===== src/rtl/oam_dma_engine.sv =====
// FF46 OAM DMA engine: copies NUM_BYTES bytes from {page, 8'h00} to DEST_BASE, 4 cycles per byte.
// Optional CPU lock output enabled by defining OAM_DMA_CPU_LOCK_EN.
module oam_dma_engine #(
    parameter int unsigned NUM_BYTES = 160,
    parameter logic [15:0] DEST_BASE = 16'hFE00,
    parameter bit          ECHO_FOLD = 1'b1
) (
    input  logic        clk,
    input  logic        rst,
    input  logic [7:0]  dma_reg,
    input  logic        dma_write,
    input  logic [7:0]  dma_rdata,
    output logic        dma_active,
    output logic [15:0] dma_addr,
    output logic        dma_OE,
    output logic        dma_WE,
    output logic [7:0]  dma_wdata,
    output logic        dma_done,
    output logic        cpu_block
);

    localparam int unsigned   IdxW    = (NUM_BYTES > 1) ? $clog2(NUM_BYTES) : 1;
    localparam logic [IdxW-1:0] LastIdx = IdxW'(NUM_BYTES - 1);

    typedef enum logic [2:0] {StIdle, StRd0, StRd1, StWr0, StWr1} state_e;

    state_e          r_state;
    logic [IdxW-1:0] r_idx;
    logic [7:0]      r_src_page;
    logic [7:0]      r_data_latch;
    logic [15:0]     r_addr;
    logic            r_oe;
    logic            r_we;
    logic            r_active;
    logic            r_done;

    logic [7:0]      w_fold_page;
    logic [IdxW-1:0] w_idx_nxt;
    logic [15:0]     w_rd_next_addr;
    logic [15:0]     w_wr_addr;

    // Echo RAM pages E0..FF alias work RAM C0..DF.
    assign w_fold_page    = (ECHO_FOLD && (dma_reg >= 8'hE0)) ? (dma_reg - 8'h20) : dma_reg;
    assign w_idx_nxt      = r_idx + 1'b1;
    assign w_rd_next_addr = {r_src_page, 8'h00} + 16'(w_idx_nxt);
    assign w_wr_addr      = DEST_BASE + 16'(r_idx);

    always_ff @(posedge clk or negedge rst) begin
        if (!rst) begin
            r_state      <= StIdle;
            r_idx        <= '0;
            r_src_page   <= 8'h00;
            r_data_latch <= 8'h00;
            r_addr       <= 16'h0000;
            r_oe         <= 1'b0;
            r_we         <= 1'b0;
            r_active     <= 1'b0;
            r_done       <= 1'b0;
        end else begin
            r_done <= 1'b0;
            // A new FF46 write restarts from any state, overriding completion.
            if (dma_write) begin
                r_state    <= StRd0;
                r_src_page <= w_fold_page;
                r_idx      <= '0;
                r_addr     <= {w_fold_page, 8'h00};
                r_oe       <= 1'b1;
                r_we       <= 1'b0;
                r_active   <= 1'b1;
            end else begin
                case (r_state)
                    StIdle: r_state <= StIdle;
                    StRd0:  r_state <= StRd1;
                    StRd1: begin
                        r_data_latch <= dma_rdata;
                        r_addr       <= w_wr_addr;
                        r_oe         <= 1'b0;
                        r_we         <= 1'b1;
                        r_state      <= StWr0;
                    end
                    StWr0:  r_state <= StWr1;
                    StWr1: begin
                        r_we <= 1'b0;
                        if (r_idx == LastIdx) begin
                            r_active <= 1'b0;
                            r_done   <= 1'b1;
                            r_state  <= StIdle;
                        end else begin
                            r_idx   <= w_idx_nxt;
                            r_addr  <= w_rd_next_addr;
                            r_oe    <= 1'b1;
                            r_state <= StRd0;
                        end
                    end
                    default: r_state <= StIdle;
                endcase
            end
        end
    end

    assign dma_active = r_active;
    assign dma_addr   = r_addr;
    assign dma_OE     = r_oe;
    assign dma_WE     = r_we;
    assign dma_wdata  = r_data_latch;
    assign dma_done   = r_done;

`ifdef OAM_DMA_CPU_LOCK_EN
    assign cpu_block = r_active;
`else
    assign cpu_block = 1'b0;
`endif

endmodule


===== config.mk =====
export PLATFORM = sky130hd
export DESIGN_NAME = oam_dma_engine
export DESIGN_NICKNAME = d
export VERILOG_FILES = /design/src/rtl/oam_dma_engine.sv
export SDC_FILE = /design/constraint.sdc
export NUM_CORES = 1
export LEC_CHECK = 0
export CORE_ASPECT_RATIO = 0.7
export CORE_MARGIN = 4
export CORE_UTILIZATION = 50
export CTS_BUF_LIST = sky130_fd_sc_hd__clkbuf_8
export CTS_CLUSTER_SIZE = 24
export DETAILED_ROUTE_END_ITERATION = 12
export HOLD_SLACK_MARGIN = 0.1
export PLACE_DENSITY = 0.8
export REMOVE_ABC_BUFFERS = 1
export SYNTH_ARGS = -nofsm -noshare
export SYNTH_HDL_FRONTEND = slang
export SYNTH_SLANG_ARGS = --single-unit
export TNS_END_PERCENT = 1

===== constraint.sdc =====
create_clock -name clk -period 2.48 [get_ports clk]
set_input_delay 0.62 -clock clk [delete_from_list [all_inputs] [get_ports clk]]
set_output_delay 0.62 -clock clk [all_outputs]
set_load 0.005 [all_outputs]

==> metrics.txt <==
status finished, final reports clean; total of flip-flops plus latches after synthesis 47; transition at the pin with the smallest max-transition slack between 0.5 and 0.6 ns; Port Buffers 46; number of instances in the synthesized netlist 176; part of the cycle the worst path needs 89.83%; worst ir drop on vdd 0.0005627 V; clock transition at the registers of the reported paths about 0.08 ns; final worst path period need 2.228 ns; kind of path behind the tightest hold check in2async; number of hold-repair buffers added at the cts stage 0; ratio of cells with drive above 1 in the final layout about 17%; clk buf depth 2; Floorplan Core Area roughly 4000 sq um; post-route clock skew 0.008661 ns; combinational cell fraction of total power 23.6%; net count of the finished layout 248; RD Place Congestion 0.8853; highest cell delay on the worst timing path 0.58 ns; Critical Setup Path Class reg2reg; number of warning messages in the yosys log 0; TNS Setup 0 ns; Critical Path End dma_addr[7]; internal portion of total power 0.001343 W; most common cell after layout, fill and taps aside sky130_fd_sc_hd__dfrtp_1; top flip-flop cell by instance count after synthesis sky130_fd_sc_hd__dfrtp_1; placed cell areas 2631 sq um; Seq/Total Area, Yosys 56.05%; mean routed wirelength per cell 16.58 um; average via count per standard cell 5.564; worst skew pair latency 0.30 ns; number of distinct library cells after synthesis 40; maximum level of the CTS H-tree 2; delay-heaviest family, CP simple AND/OR/NAND/NOR gates; number of buffer and inverter instances along the worst setup path 0; number of enable-type register cells in the synthesized netlist 0; pin count of the biggest net entering global routing 31; count of maximum capacitance violations 0; P_leak 1.154 nW; Total Die Area 5313 sq um; data required time of the worst path 2.66 ns; total net switching power between 0.0004 and 0.0005 W; Via Count 1558; mean post-synth cell area 11.92 sq um; count of endpoints failing hold in the final timing report 0; TritonCTS Sinks 47; Detail Route Antenna Nets 0; count of inserted antenna diode cells 0; final setup fails 0; CTS tree done; wirelength, routed 4.641 mm; final HPWL from detailed placement 3.465 mm; power density over cell area around 660 nW/um^2; leading cell types in the layout, fill and taps excluded sky130_fd_sc_hd__dfrtp_1, sky130_fd_sc_hd__clkdlybuf4s50_1, sky130_fd_sc_hd__mux2_2; area added between synthesis and finish 29.28%; Initial DRT Pass Iterations 4; launch point of the worst reg-to-reg path r_state[0]; Data arrival, critical path 2.41 ns; relative contribution of sequential cells to total power 52.3%; endpoint type of the worst setup path flop; startpoint of the worst setup timing path r_state[0]; cts bufs inserted 5; unrepaired setup endpoints after global routing false; cells resized by post-CTS repair 0; fmax 448.9 MHz; via count of the first global-routing pass about 1.6k; initial cell density of the core a little over half; Critical Path Most Common Cell sky130_fd_sc_hd__mux2_2; Die Y-Extent roughly 62 um; category of the worst setup path launch point flop; Sw Ratio 25.36%; post-CTS repair timing setup buffer count 0; worst flop-to-flop path endpoint dma_addr[7]; share of power burned in the clock network 24.1%; Max-Slew Margin vs Limit 61.85%; DRC 0; die boundary width 85.43 um; crit-path max FO 10; wire length of the first global-routing pass 7.748 mm; number of cells on the worst reg-to-reg path 4; slowest stage cell, crit path sky130_fd_sc_hd__or3b_1; max-slew violation total from the final report 0; total congestion overflow 0; number of DRC markers in iteration 0 99; critical-path cell list or3b_1, nor4_1, mux2_2, mux2_2; Crit. path cell count 4; post-route cell area 2713 sq um; setup slack of the worst register-to-register path ~0.25 ns; number of antenna violations at the first check in global routing 0; GR Util All Layers 18.42%; standard-cell rows 19; Top-Level Pins 48; async set-or-reset flop fraction in the synthesized netlist 100.0%; cell area after synthesis around 2100 sq um; buffer type at the clock tree root sky130_fd_sc_hd__clkbuf_8
## metrics by stage
step | cells | util [%] | power (W) | setup slack, ns | hold slack, ns
after global placement | 272 | 65.88 | 0.001362 | 0.3451 | 0.4533
after global routing | 280 | 67.92 | 0.001901 | 0.1975 | 0.2599
after detailed placement | 272 | 65.88 | 0.001385 | 0.2638 | 0.4781
after CTS | 280 | 67.92 | 0.001821 | 0.2403 | 0.2472
after floorplan | 166 | - | 0.001092 | 0.1427 | 0.3244
final | 280 | 67.92 | 0.001800 | 0.2523 | 0.2485
## state kept, by name, summed over array words and instances, names as in the netlist
register / count
dma_OE: 1
r_state: 3
dma_WE: 1
dma_wdata: 8
r_src_page: 8
dma_done: 1
dma_addr: 16
dma_active: 1
r_idx: 8
## worst min-delay path by stage
stage               endpoint  slack, ns  cells past startpoint
3_5_place_dp          dma_WE       0.48                      1
4_1_cts          dma_addr[8]       0.25                      1
3_3_place_gp   r_src_page[0]       0.45                      2
6_report         dma_addr[7]       0.25                      1
2_1_floorplan         dma_OE       0.32                      0
5_1_grt          dma_addr[7]       0.26                      1
## per-layer routing
| metal | vias up | share of wire (%) | global-route usage (%) |
|---|---|---|---|
| met4 | 0 | 0.86 | 4.545 |
| met5 | - | 0 | 0 |
| li1 | 723 | - | - |
| met2 | 65 | 48 | 29.46 |
| met3 | 7 | 7.6 | 7.398 |
| met1 | 763 | 43 | 23.41 |
## area by class of cell
cell class,instances,area [sq um]
tap,52,65.06
multi-input combinational,112,835.8
clock buffer,5,68.82
timing repair buffer,54,528.0
sequential,47,1176
clock inverter,3,12.51
inverter,7,26.28
fill,308,1281
## cells in the mapped netlist, types with 2 or more instances
cell	count	area, sq um
sky130_fd_sc_hd__a21oi_1	3	15.01
sky130_fd_sc_hd__a31oi_1	3	18.77
sky130_fd_sc_hd__buf_4	2	15.01
sky130_fd_sc_hd__buf_6	2	22.52
sky130_fd_sc_hd__clkbuf_1	5	18.77
sky130_fd_sc_hd__dfrtp_1	47	1176
sky130_fd_sc_hd__ha_1	2	25.02
sky130_fd_sc_hd__inv_1	6	22.52
sky130_fd_sc_hd__mux2_2	18	202.7
sky130_fd_sc_hd__nand2_1	9	33.78
sky130_fd_sc_hd__nand2b_1	4	25.02
sky130_fd_sc_hd__nand3_1	10	50.05
sky130_fd_sc_hd__nand3b_1	7	52.55
sky130_fd_sc_hd__nor2_1	9	33.78
sky130_fd_sc_hd__nor3_1	3	15.01
sky130_fd_sc_hd__nor4bb_1	2	20.02
sky130_fd_sc_hd__o21ai_0	6	30.03
sky130_fd_sc_hd__o21bai_1	3	22.52
sky130_fd_sc_hd__o31a_1	6	52.55
sky130_fd_sc_hd__o31ai_1	4	30.03
sky130_fd_sc_hd__xnor2_1	6	52.55
## kinds of logic after synthesis
| logic type | share of synthesized area [%] |
|---|---|
| adders and majority gates | 1.192 |
| AOI/OAI and AO/OA | 10.02 |
| muxes | 10.67 |
| buffers and inverters | 4.114 |
| xor gates and xnor gates | 2.922 |
| other | 0.1787 |
| and+or+nand+nor | 14.85 |
| DFF | 56.05 |
## power by group through the flow
| stage | sequential [W] | clock, W | combinational (W) |
|---|---|---|---|
| 2_1_floorplan | 0.000949 | 0 | 0.000143 |
| 3_3_place_gp | 0.000942 | 0 | 0.000420 |
| 3_5_place_dp | 0.000955 | 0 | 0.000430 |
| 4_1_cts | 0.000943 | 0.000444 | 0.000433 |
| 5_1_grt | 0.000956 | 0.000482 | 0.000462 |
| 6_report | 0.000941 | 0.000433 | 0.000425 |
## worst reg2reg max path, delay by kind of cell, from the launching register on
family	cells	cell delay [ns]
muxes	2	0.66
DFF	1	0.48
and+or+nand+nor	2	0.98
No activity file was read; power rests on OpenSTA's default activity.
